**src/rtl/alu_ctrl_pkg.sv**
```systemverilog
// rtl/alu_ctrl_pkg.sv - shared ALU codes, funct values, muldiv encoding and FSM states
package alu_ctrl_pkg;

    localparam logic [2:0] ALU_AND = 3'b000;
    localparam logic [2:0] ALU_OR  = 3'b001;
    localparam logic [2:0] ALU_ADD = 3'b010;
    localparam logic [2:0] ALU_SLL = 3'b011;
    localparam logic [2:0] ALU_SRL = 3'b100;
    localparam logic [2:0] ALU_SRA = 3'b101;
    localparam logic [2:0] ALU_SUB = 3'b110;
    localparam logic [2:0] ALU_SLT = 3'b111;

    localparam logic [5:0] F_ADD  = 6'b100000;
    localparam logic [5:0] F_SUB  = 6'b100010;
    localparam logic [5:0] F_AND  = 6'b100100;
    localparam logic [5:0] F_OR   = 6'b100101;
    localparam logic [5:0] F_SLT  = 6'b101010;
    localparam logic [5:0] F_SLL  = 6'b000000;
    localparam logic [5:0] F_SRL  = 6'b000010;
    localparam logic [5:0] F_SRA  = 6'b000011;
    localparam logic [5:0] F_MULT = 6'b011000;
    localparam logic [5:0] F_DIV  = 6'b011010;

    localparam logic [1:0] MD_NONE = 2'b00;
    localparam logic [1:0] MD_MULT = 2'b01;
    localparam logic [1:0] MD_DIV  = 2'b10;

    typedef enum logic [1:0] {
        ST_IDLE    = 2'b00,
        ST_MD_BUSY = 2'b01,
        ST_MD_DONE = 2'b10
    } state_e;

    typedef struct packed {
        logic [2:0] alu_control;
        logic       shift;
        logic [1:0] md_op;
        logic       illegal;
    } dec_t;

endpackage

```
**src/rtl/alu_funct_dec.sv**
```systemverilog
// rtl/alu_funct_dec.sv - combinational alu_op/funct decoder
module alu_funct_dec
    import alu_ctrl_pkg::*;
(
    input  logic [1:0] alu_op,
    input  logic [5:0] funct,
    output logic [2:0] alu_control,
    output logic       shift,
    output logic [1:0] md_op,
    output logic       illegal
);

    always_comb begin
        alu_control = ALU_AND;
        shift       = 1'b0;
        md_op       = MD_NONE;
        illegal     = 1'b0;
        case (alu_op)
            2'b00: alu_control = ALU_ADD;
            2'b01: alu_control = ALU_SUB;
            default: begin
                // shift is only raised on the R-type path, never for alu_op 0x
                case (funct)
                    F_ADD:  alu_control = ALU_ADD;
                    F_SUB:  alu_control = ALU_SUB;
                    F_AND:  alu_control = ALU_AND;
                    F_OR:   alu_control = ALU_OR;
                    F_SLT:  alu_control = ALU_SLT;
                    F_SLL:  begin alu_control = ALU_SLL; shift = 1'b1; end
                    F_SRL:  begin alu_control = ALU_SRL; shift = 1'b1; end
                    F_SRA:  begin alu_control = ALU_SRA; shift = 1'b1; end
                    F_MULT: md_op = MD_MULT;
                    F_DIV:  md_op = MD_DIV;
                    default: illegal = 1'b1;
                endcase
            end
        endcase
    end

endmodule

```
**src/rtl/alu_ctrl_seq.sv**
```systemverilog
// rtl/alu_ctrl_seq.sv - registered handshaked ALU control stage with MULT/DIV sequencing (option: ALU_CTRL_STICKY_ERR_EN)
module alu_ctrl_seq
    import alu_ctrl_pkg::*;
#(
    parameter int CTRL_W    = 3,
    parameter int MD_CYCLES = 32,
    parameter int CNT_W     = 8
)
(
    input  logic              clk,
    input  logic              reset,
    input  logic              in_valid,
    output logic              in_ready,
    input  logic [1:0]        alu_op,
    input  logic [5:0]        funct,
    output logic              out_valid,
    input  logic              out_ready,
    output logic [CTRL_W-1:0] alu_control,
    output logic              shift,
    output logic              md_start,
    output logic [1:0]        md_op,
    output logic              illegal
`ifdef ALU_CTRL_STICKY_ERR_EN
    ,
    output logic              err_sticky
`endif
);

    state_e           state_q, state_d;
    logic [CNT_W-1:0] cnt_q, cnt_d;
    dec_t             res_q, res_d;
    dec_t             dec_w;
    logic             out_valid_q, out_valid_d;
    logic             md_start_q, md_start_d;
    logic             accept;
    logic             is_md;

    alu_funct_dec u_dec (
        .alu_op      (alu_op),
        .funct       (funct),
        .alu_control (dec_w.alu_control),
        .shift       (dec_w.shift),
        .md_op       (dec_w.md_op),
        .illegal     (dec_w.illegal)
    );

    assign in_ready = (state_q == ST_IDLE) && (!out_valid_q || out_ready);
    assign accept   = in_valid && in_ready;
    assign is_md    = (dec_w.md_op != MD_NONE);

    always_comb begin
        state_d     = state_q;
        cnt_d       = cnt_q;
        res_d       = res_q;
        out_valid_d = out_valid_q;
        md_start_d  = 1'b0;
        case (state_q)
            ST_IDLE: begin
                if (out_valid_q && out_ready) begin
                    out_valid_d = 1'b0;
                end
                // an accept in the same cycle as the output handshake replaces the result
                if (accept) begin
                    res_d = dec_w;
                    if (is_md) begin
                        state_d     = ST_MD_BUSY;
                        cnt_d       = CNT_W'(MD_CYCLES - 1);
                        md_start_d  = 1'b1;
                        out_valid_d = 1'b0;
                    end else begin
                        out_valid_d = 1'b1;
                    end
                end
            end
            ST_MD_BUSY: begin
                if (cnt_q == '0) begin
                    state_d     = ST_MD_DONE;
                    out_valid_d = 1'b1;
                end else begin
                    cnt_d = cnt_q - 1'b1;
                end
            end
            ST_MD_DONE: begin
                if (out_ready) begin
                    state_d     = ST_IDLE;
                    out_valid_d = 1'b0;
                end
            end
            default: state_d = ST_IDLE;
        endcase
    end

    always_ff @(posedge clk) begin
        if (reset) begin
            state_q     <= ST_IDLE;
            cnt_q       <= '0;
            res_q       <= '0;
            out_valid_q <= 1'b0;
            md_start_q  <= 1'b0;
        end else begin
            state_q     <= state_d;
            cnt_q       <= cnt_d;
            res_q       <= res_d;
            out_valid_q <= out_valid_d;
            md_start_q  <= md_start_d;
        end
    end

    assign out_valid   = out_valid_q;
    assign alu_control = CTRL_W'(res_q.alu_control);
    assign shift       = res_q.shift;
    assign md_op       = res_q.md_op;
    assign illegal     = res_q.illegal;
    assign md_start    = md_start_q;

`ifdef ALU_CTRL_STICKY_ERR_EN
    logic err_q, err_d;

    always_comb begin
        err_d = err_q;
        if (accept && dec_w.illegal) begin
            err_d = 1'b1;
        end
    end

    always_ff @(posedge clk) begin
        if (reset) begin
            err_q <= 1'b0;
        end else begin
            err_q <= err_d;
        end
    end

    assign err_sticky = err_q;
`endif

endmodule

```
**config.mk**
```make
export PLATFORM = sky130hd
export DESIGN_NAME = alu_ctrl_seq
export DESIGN_NICKNAME = d
export VERILOG_FILES = /design/src/rtl/alu_ctrl_pkg.sv /design/src/rtl/alu_funct_dec.sv /design/src/rtl/alu_ctrl_seq.sv
export SDC_FILE = /design/constraint.sdc
export NUM_CORES = 1
export LEC_CHECK = 0
export CAP_MARGIN = 15
export CORE_MARGIN = 5
export CORE_UTILIZATION = 52
export DETAILED_ROUTE_END_ITERATION = 8
export DONT_BUFFER_PORTS = 1
export PLACE_DENSITY = 0.67
export SKIP_LAST_GASP = 1
export SLEW_MARGIN = 20
export SYNTH_ARGS = -nofsm -noshare
export SYNTH_HDL_FRONTEND = slang
export SYNTH_SLANG_ARGS = --single-unit
export TNS_END_PERCENT = 10
```
**constraint.sdc**
```tcl
create_clock -name clk -period 2.2 [get_ports clk]
set_input_delay 0.22 -clock clk [delete_from_list [all_inputs] [get_ports clk]]
set_output_delay 0.22 -clock clk [all_outputs]
set_load 0.05 [all_outputs]
```
==> impl_metrics.tcl, run 1 <==
set metrics [dict create \
    status "complete, no violations" \
    vias 1052 \
    hold_path_class "in -> reg" \
    synth_compound_area_frac 0.264 \
    p_total_mw 0.657 \
    antenna-diode-count 0 \
    ys_seq_area_frac 0.323 \
    via_per_inst 6.08 \
    drt-wirelength-per-cell_um 15.3 \
    async_flop_share 0 \
    end_kind "flip-flop" \
    placementRows 17 \
    first_iter_violations 29 \
    die_h_um 57.6 \
    synthAdderAreaFrac 0.0744 \
    p_clk_frac 0.279 \
    yosys.area_share.simple 0.257 \
    grt_max_degree 16 \
    initial_core_util 0.537 \
    fp.dieArea_um2 3320 \
    post-route-min-period_ps 1970 \
    grt_antenna_before_repair 0 \
    area_delta_synth_final_pct 6.69 \
    clockBufferDepth 2 \
    p_sw_frac 0.302 \
    tightest_slew_ps 605 \
    reg2reg_from "state_q[0]" \
    yosysWarningCount 0 \
    yosys.area_share.xor_xnor 0.0149 \
    drt.antenna.violating_nets 0 \
    design_area_um2 1260 \
    p_seq_frac 0.576 \
    period_share 0.897 \
    whs_path_depth 2 \
    nets 165 \
    port-buffer-count 0 \
    critPathKind "reg -> reg" \
    track_usage 0.171 \
    p_int_mw 0.458 \
    p_per_area_nw_per_um2 523 \
    arrival_ps 2180 \
    pin_count 22 \
    rrSetupSlack_ps 230 \
    syn-num-nets 160 \
    n_fill_cell 222 \
    post_cts_buffers 0 \
    syn_inst 141 \
    root_buffer "clkbuf_4" \
    ir_drop_v 0.000255 \
    drc_errors 0 \
    first_global_vias 1009 \
    chipWidth_um 57.6 \
    synthMuxAreaShare 0.0181 \
    utilization 0.573 \
    hold_start "funct[1]" \
    clock_latency_ps 300 \
    cts_resized 0 \
    finClkSkew_ps 6.66 \
    netlist_area_um2 1180 \
    tritoncts "done" \
    grt_pass1_wl_mm 4.57 \
    htree_levels 1 \
    switchingPower_mw 0.199 \
    layoutNonFillerInstCount 173 \
    drv_cap 0 \
    worstPathMaxFanout 6 \
    routed_wl_mm 2.64 \
    dp.cells 168 \
    p_leak_nw 0.481 \
    ys_ff_latch 19 \
    syn_avg_cell_area_um2 8.35 \
    synthDistinctLibCells 47 \
    pre_cts_slack_ps 243 \
    core_um2 2190 \
    r2r-end "cnt_q[4]" \
    p_comb_frac 0.145 \
    cts_buffers 3 \
    place_hpwl_mm 1.99 \
    start_kind "flip-flop" \
    hold_viol_final 0 \
    drv_slew 0 \
    finalWorstSetupSlack_ps 227 \
    drive_gt1_frac 0.131 \
    crit_required_ps 2410 \
    holdPathEnd "md_op[1]" \
    synth_top_family_by_area "compound AO/OA/AOI/OAI gates" \
    gp_congestion 0.825 \
    setup_viol 0 \
    setup_tns_ps 0 \
    rsz0062_at_grt "no" \
    max_freq_ghz 0.507 \
    first_pass_iters 4 \
    place_area_um2 1220 \
    synth-edff-count 0 \
    reg2reg_depth 7 \
    fin_hold_ws_ps 73.5 \
    clk_pin_slew_ps 120 \
    relSlewSlack 0.595 \
    synthFlopType "dfxtp_1" \
    grt_overflow_total 0 \
    clock-sinks 19 \
]
==> what timing repair did <==
action | in CTS | in global routing
endpoints found under the setup margin | 0 | 0
hold buffers | 1 | 0
endpoints found under the hold margin | 15 | 0
==> worst max-delay path, cell delays in order, from the launching register on <==
cell and delay, ps:
dfxtp_1 420, inv_1 90, ha_1 220, and2_2 190, and3_1 220, a21boi_2 260
or3_1 170, mux2_2 320
==> cell type report <==
| cell class | count | area, µm² | area share |
|---|---|---|---|
| inverter | 9 | 33.8 | 0.0269 |
| clock inverter | 1 | 5.00 | 0.00398 |
| multi-input combinational | 108 | 739 | 0.589 |
| clock buffer | 3 | 22.5 | 0.0179 |
| timing repair buffer | 5 | 40.0 | 0.0319 |
| sequential | 19 | 380 | 0.303 |
| tap | 28 | 35.0 | 0.0279 |
==> routing by layer <==
layer | up-vias | wire, µm | global-route usage
met5 | - | 0 | 0
met4 | 0 | 11 | 0.0596
met3 | 2 | 171 | 0.0498
met2 | 27 | 1220 | 0.255
met1 | 494 | 1250 | 0.233
li1 | 529 | - | -
==> power by group through the flow <==
stage / Combinational (mW) / Sequential (mW) / Clock [mW]
floorplan: 0.0742 / 0.393 / 0
global placement: 0.0883 / 0.386 / 0
detailed placement: 0.0891 / 0.386 / 0
CTS: 0.0958 / 0.379 / 0.189
global route: 0.106 / 0.380 / 0.198
finish: 0.0955 / 0.378 / 0.183
==> cell usage after synthesis, drive strengths merged (2+ instances only) <==
master / instances / share of area
ha: 7 / 0.074
or4: 3 / 0.022
clkbuf: 3 / 0.0096
nor3: 7 / 0.030
a211oi: 4 / 0.026
buf: 2 / 0.011
inv: 9 / 0.029
a32oi: 2 / 0.015
nand2b: 2 / 0.011
and2: 3 / 0.017
nand2: 8 / 0.026
dfxtp: 19 / 0.32
or3: 3 / 0.017
a31oi: 3 / 0.016
nor2: 11 / 0.035
nand3: 5 / 0.021
xor2: 2 / 0.015
nor3b: 2 / 0.013
o41ai: 2 / 0.031
a21oi: 16 / 0.071
and3: 2 / 0.012
o21ai: 8 / 0.034
==> how the worst max path moves through the flow <==
stage | from | to | slack [ps] | depth (start not counted)
6_report | state_q[0] | cnt_q[4] | 230 | 7
5_1_grt | state_q[0] | cnt_q[4] | 60 | 7
4_1_cts | state_q[0] | cnt_q[4] | 240 | 7
3_5_place_dp | state_q[0] | cnt_q[4] | 240 | 7
3_3_place_gp | state_q[0] | cnt_q[4] | 290 | 7
2_1_floorplan | state_q[0] | cnt_q[3] | 300 | 8
==> sequential cells by signal, summed over array words and instances, names as in the netlist <==
signal / cells
alu_control: 3
cnt_q: 8
illegal: 1
md_op: 2
md_start: 1
out_valid: 1
shift: 1
state_q: 2
==> kinds of logic (layout without fill, tap and decap cells) <==
logic type               Yosys count  count (layout)
AO/OA/AOI/OAI                     43              43
XOR/XNOR                           2               2
adder cells (fa/ha/maj)            7               7
buffers and inverters             14              18
flip-flops                        19              19
multiplexers                       2               2
AND/OR/NAND/NOR                   54              54
==> placed cells by master, fill, tap and decap left out, drive strengths merged, types with 4 or more instances in the layout <==
master / Yosys / routed
a211oi: 4 / 4
a21oi: 16 / 16
buf: 2 / 4
dfxtp: 19 / 19
ha: 7 / 7
inv: 9 / 9
nand2: 8 / 8
nand3: 5 / 5
nor2: 11 / 11
nor3: 7 / 7
o21ai: 8 / 8
(Power assumes the default switching activity.)
==> inputs of run 2 (changes only) <==
Settings changed: MAX_ROUTING_LAYER set to met4.
Clock period 2.2 ns to 2.5 ns, I/O delays scaled along.
==> run 2 against run 1 <==
Net effect: wire length grew 1.9%; die area is the same; cell count shrank 0.58%; sequential power shrank 12%; clock power shrank 14%; combinational power shrank 9.4%; critical path type unchanged; largest power group unchanged; highest routed layer unchanged.
==> impl_metrics.tcl, run 2 (synthesized netlist as in run 1, its figures left out) <==
set metrics [dict create \
    status "complete, no violations" \
    design_area_um2 1250 \
    ir_drop_v 0.000325 \
    setup_viol 0 \
    mostFrequentLayoutCell "dfxtp_1" \
    fp.dieArea_um2 3320 \
    relSlewSlack 0.650 \
    first_iter_violations 32 \
    largest_register_ffs 8 \
    gp_congestion 0.926 \
    dp.cells 165 \
    tightest_slew_ps 524 \
    crit_required_ps 2700 \
    via_per_inst 6.11 \
    hold_viol_final 0 \
    clk_pin_slew_ps 120 \
    pre_cts_slack_ps 225 \
    cts_resized 0 \
    critPathKind "reg -> reg" \
    finClkSkew_ps 7.21 \
    fin_hold_ws_ps 15.8 \
    arrival_ps 2520 \
    clock_latency_ps 290 \
    drt.antenna.violating_nets 0 \
    place_area_um2 1200 \
    first_pass_iters 4 \
    drc_errors 0 \
    chipWidth_um 57.6 \
    p_total_mw 0.577 \
    p_leak_nw 0.476 \
    cts_buffers 3 \
    rsz0062_at_grt "no" \
    tritoncts "done" \
    place_hpwl_mm 1.98 \
    htree_levels 1 \
    core_um2 2190 \
    routed_wl_mm 2.69 \
    first_global_vias 949 \
    hold_path_class "in -> reg" \
    root_buffer "clkbuf_4" \
    p_per_area_nw_per_um2 460 \
    grt_antenna_before_repair 0 \
    drive_gt1_frac 0.111 \
    setup_tns_ps 0 \
    post_cts_buffers 0 \
    post-route-min-period_ps 2320 \
    antenna-diode-count 0 \
    worstPathMaxFanout 12 \
    area_delta_synth_final_pct 6.48 \
    clock-sinks 19 \
    placementRows 17 \
    max_freq_ghz 0.431 \
    end_kind "flip-flop" \
    drv_cap 0 \
    grt_max_degree 14 \
    grt_pass1_wl_mm 4.19 \
    utilization 0.572 \
    pin_count 22 \
    vias 1051 \
    final_cell_mix "dfxtp_1, a21oi_1, nor2_1, inv_1" \
    port-buffer-count 0 \
    regMostFlops "cnt_q" \
    track_usage 0.162 \
    nets 164 \
    finalWorstSetupSlack_ps 178 \
    start_kind "flip-flop" \
    die_h_um 57.6 \
    clockBufferDepth 2 \
    drt-wirelength-per-cell_um 15.7 \
    drv_slew 0 \
    period_share 0.929 \
    cts_hold_buf 2 \
    grt_overflow_total 0 \
    layoutNonFillerInstCount 172 \
    initial_core_util 0.537 \
]
[run 2: cell types whose count changed in the layout (fill, tap and decap cells not counted)]
cell and delta:
dlygate4sd3_1 +2, buf_4 -3
[run 2: path summary, 6_finish.rpt]
check                        end  startpoint  slack (ps)  depth (start not counted)
setup / recovery        cnt_q[4]  state_q[0]         180                          7
hold / removal    alu_control[1]       reset          20                          1
setup reg to reg        cnt_q[4]  state_q[0]         180                          7
hold reg to reg         cnt_q[6]    cnt_q[6]         500                          2
[run 2: routing by layer]
metal  wire, µm  global-route usage
met1       1330               0.212
met3        134              0.0452
met5          0                   -
met2       1220               0.252
met4         13              0.0298
[run 2: worst max-delay path, stage by stage, from the launching register on]
cell and delay [ps]:
dfxtp_1 440, inv_1 110, ha_1 290, and2_2 230, and3_1 220, a21boi_2 390
or3_1 210, mux2_2 340
[run 2: final cells by class]
class | count | area, µm²
Clock buffer | 3 | 22.5
Fill cell | 216 | 937
Sequential cell | 19 | 380
Clock inverter | 1 | 5.00
Timing Repair Buffer | 4 | 37.5
Tap cell | 28 | 35.0
Multi-Input combinational cell | 108 | 739
Inverter | 9 | 33.8
[run 2: report_power, final]
part           switching, mW  total, mW  internal [mW]
registers             0.0217      0.333          0.311
clock network         0.0976      0.157         0.0594
logic                 0.0523     0.0865         0.0342
total                  0.172      0.577          0.405
==> inputs of run 3 (changes only) <==
--- a/config.mk
+++ b/config.mk
@@ -14,5 +14,4 @@
 export PLACE_DENSITY = 0.67
 export SKIP_LAST_GASP = 1
-export SLEW_MARGIN = 20
 export SYNTH_ARGS = -nofsm -noshare
 export SYNTH_HDL_FRONTEND = slang
==> constraint.sdc (replaced) <==
create_clock -name clk -period 2.5 [get_ports clk]
set_input_delay 0.75 -clock clk [delete_from_list [all_inputs] [get_ports clk]]
set_output_delay 0.75 -clock clk [all_outputs]
set_load 0.05 [all_outputs]
==> run 3 against run 2 <==
Net effect: clock skew decreased by 5.8 ps; sequential cell count did not move; total power decreased by 0.73%; final area fell by 1.2%; worst hold slack better by 480 ps; core utilization down 0.69 points; die area stayed put; cell count shrank 0.58%; highest routed layer unchanged.
==> impl_metrics.tcl, run 3 (synthesized netlist as in run 1, its figures left out) <==
set metrics [dict create \
    post-route-min-period_ps 2250 \
    port-buffer-count 0 \
    p_comb_frac 0.142 \
    p_clk_frac 0.277 \
    mostFrequentLayoutCell "dfxtp_1" \
    end_kind "primary output" \
    clockBufferDepth 2 \
    tightest_slew_ps 519 \
    status "complete, no violations" \
    fp.dieArea_um2 3320 \
    p_total_mw 0.572 \
    n_fill_cell 204 \
    grt_antenna_before_repair 0 \
    initial_core_util 0.537 \
    rrSetupSlack_ps 350 \
    clock-sinks 19 \
    design_area_um2 1240 \
    hold_start "cnt_q[6]" \
    cts_resized 0 \
    finClkSkew_ps 1.43 \
    routed_wl_mm 2.48 \
    core_um2 2190 \
    pin_count 22 \
    reg2reg_from "state_q[0]" \
    chipWidth_um 57.6 \
    track_usage 0.166 \
    switchingPower_mw 0.169 \
    drv_slew 0 \
    critPathKind "reg -> out" \
    relSlewSlack 0.653 \
    crit_required_ps 1750 \
    largest_register_ffs 8 \
    first_global_vias 959 \
    p_seq_frac 0.582 \
    place_area_um2 1210 \
    hold_path_class "reg -> reg" \
    grt_overflow_total 0 \
    nets 163 \
    final_cell_mix "dfxtp_1, a21oi_1, nor2_1, inv_1" \
    clock_latency_ps 300 \
    p_leak_nw 0.472 \
    setup_tns_ps 0 \
    drc_errors 0 \
    area_delta_synth_final_pct 5.21 \
    layoutNonFillerInstCount 171 \
    reg2reg_depth 7 \
    drt-wirelength-per-cell_um 14.5 \
    period_share 0.901 \
    p_per_area_nw_per_um2 462 \
    p_sw_frac 0.295 \
    via_per_inst 5.99 \
    placementRows 17 \
    p_int_mw 0.403 \
    dp.cells 167 \
    die_h_um 57.6 \
    antenna-diode-count 0 \
    post_cts_buffers 0 \
    grt_pass1_wl_mm 4.28 \
    grt_max_degree 19 \
    hold_viol_final 0 \
    drv_cap 0 \
    arrival_ps 1500 \
    setup_viol 0 \
    r2r-end "cnt_q[4]" \
    place_hpwl_mm 1.90 \
    vias 1024 \
    clk_pin_slew_ps 110 \
    root_buffer "clkbuf_4" \
    cts_hold_buf 0 \
    holdPathEnd "cnt_q[6]" \
    max_freq_ghz 0.444 \
    first_iter_violations 31 \
    start_kind "flip-flop" \
    first_pass_iters 6 \
    tritoncts "done" \
    rsz0062_at_grt "no" \
    htree_levels 1 \
    whs_path_depth 2 \
    cts_buffers 3 \
    gp_congestion 0.838 \
    worstPathMaxFanout 7 \
    ir_drop_v 0.000373 \
    drt.antenna.violating_nets 0 \
    drive_gt1_frac 0.126 \
    regMostFlops "cnt_q" \
]
run 3: cell count changes in the layout (fill, tap and decap cells not counted), sizes merged:
cell / delta
buf: +2
dlygate4sd3: -3
run 3: worst max-delay path, cell delays in order (launching register included):
cell and delay, ps:
dfxtp_1 430, inv_1 90, ha_1 210, buf_4 160, and2_1 140, buf_4 180
run 3: worst max path at each step:
stage / slack, ps / cells after the start / to / start
floorplan: 370 / 7 / cnt_q[3] / funct[5]
global placement: 340 / 5 / cnt_q[4] / funct[0]
detailed placement: 290 / 5 / cnt_q[4] / funct[0]
CTS: 250 / 5 / in_ready / state_q[0]
global route: 150 / 5 / in_ready / state_q[0]
finish: 250 / 5 / in_ready / state_q[0]
run 3: layer usage:
layer | GRT usage | part of all wire
met5 | - | 0
met4 | 0.0364 | 0.0093
met3 | 0.0566 | 0.071
met2 | 0.242 | 0.46
met1 | 0.220 | 0.46
run 3: power groups by stage:
stage | sequential, mW | clock, mW | combinational [mW]
2_1_floorplan | 0.346 | 0 | 0.0653
3_3_place_gp | 0.340 | 0 | 0.0795
3_5_place_dp | 0.340 | 0 | 0.0808
4_1_cts | 0.333 | 0.163 | 0.0813
5_1_grt | 0.334 | 0.173 | 0.0905
6_report | 0.333 | 0.158 | 0.0811
run 3: metrics by stage:
| stage | utilization | hold slack (ps) | setup slack, ps |
|---|---|---|---|
| after floorplan | - | 457 | 374 |
| after global placement | 0.553 | 482 | 339 |
| after detailed placement | 0.553 | 482 | 294 |
| after CTS | 0.565 | 493 | 253 |
| after global routing | 0.565 | 482 | 152 |
| final | 0.565 | 496 | 248 |
run 3: cell type report:
type	count	area (µm²)	area share
Tap cell	28	35.0	0.0283
Clock buffer	3	22.5	0.0182
Timing Repair Buffer	3	22.5	0.0182
Multi-Input combinational cell	108	739	0.597
Clock inverter	1	5.00	0.00404
Sequential cell	19	380	0.307
Inverter	9	33.8	0.0273
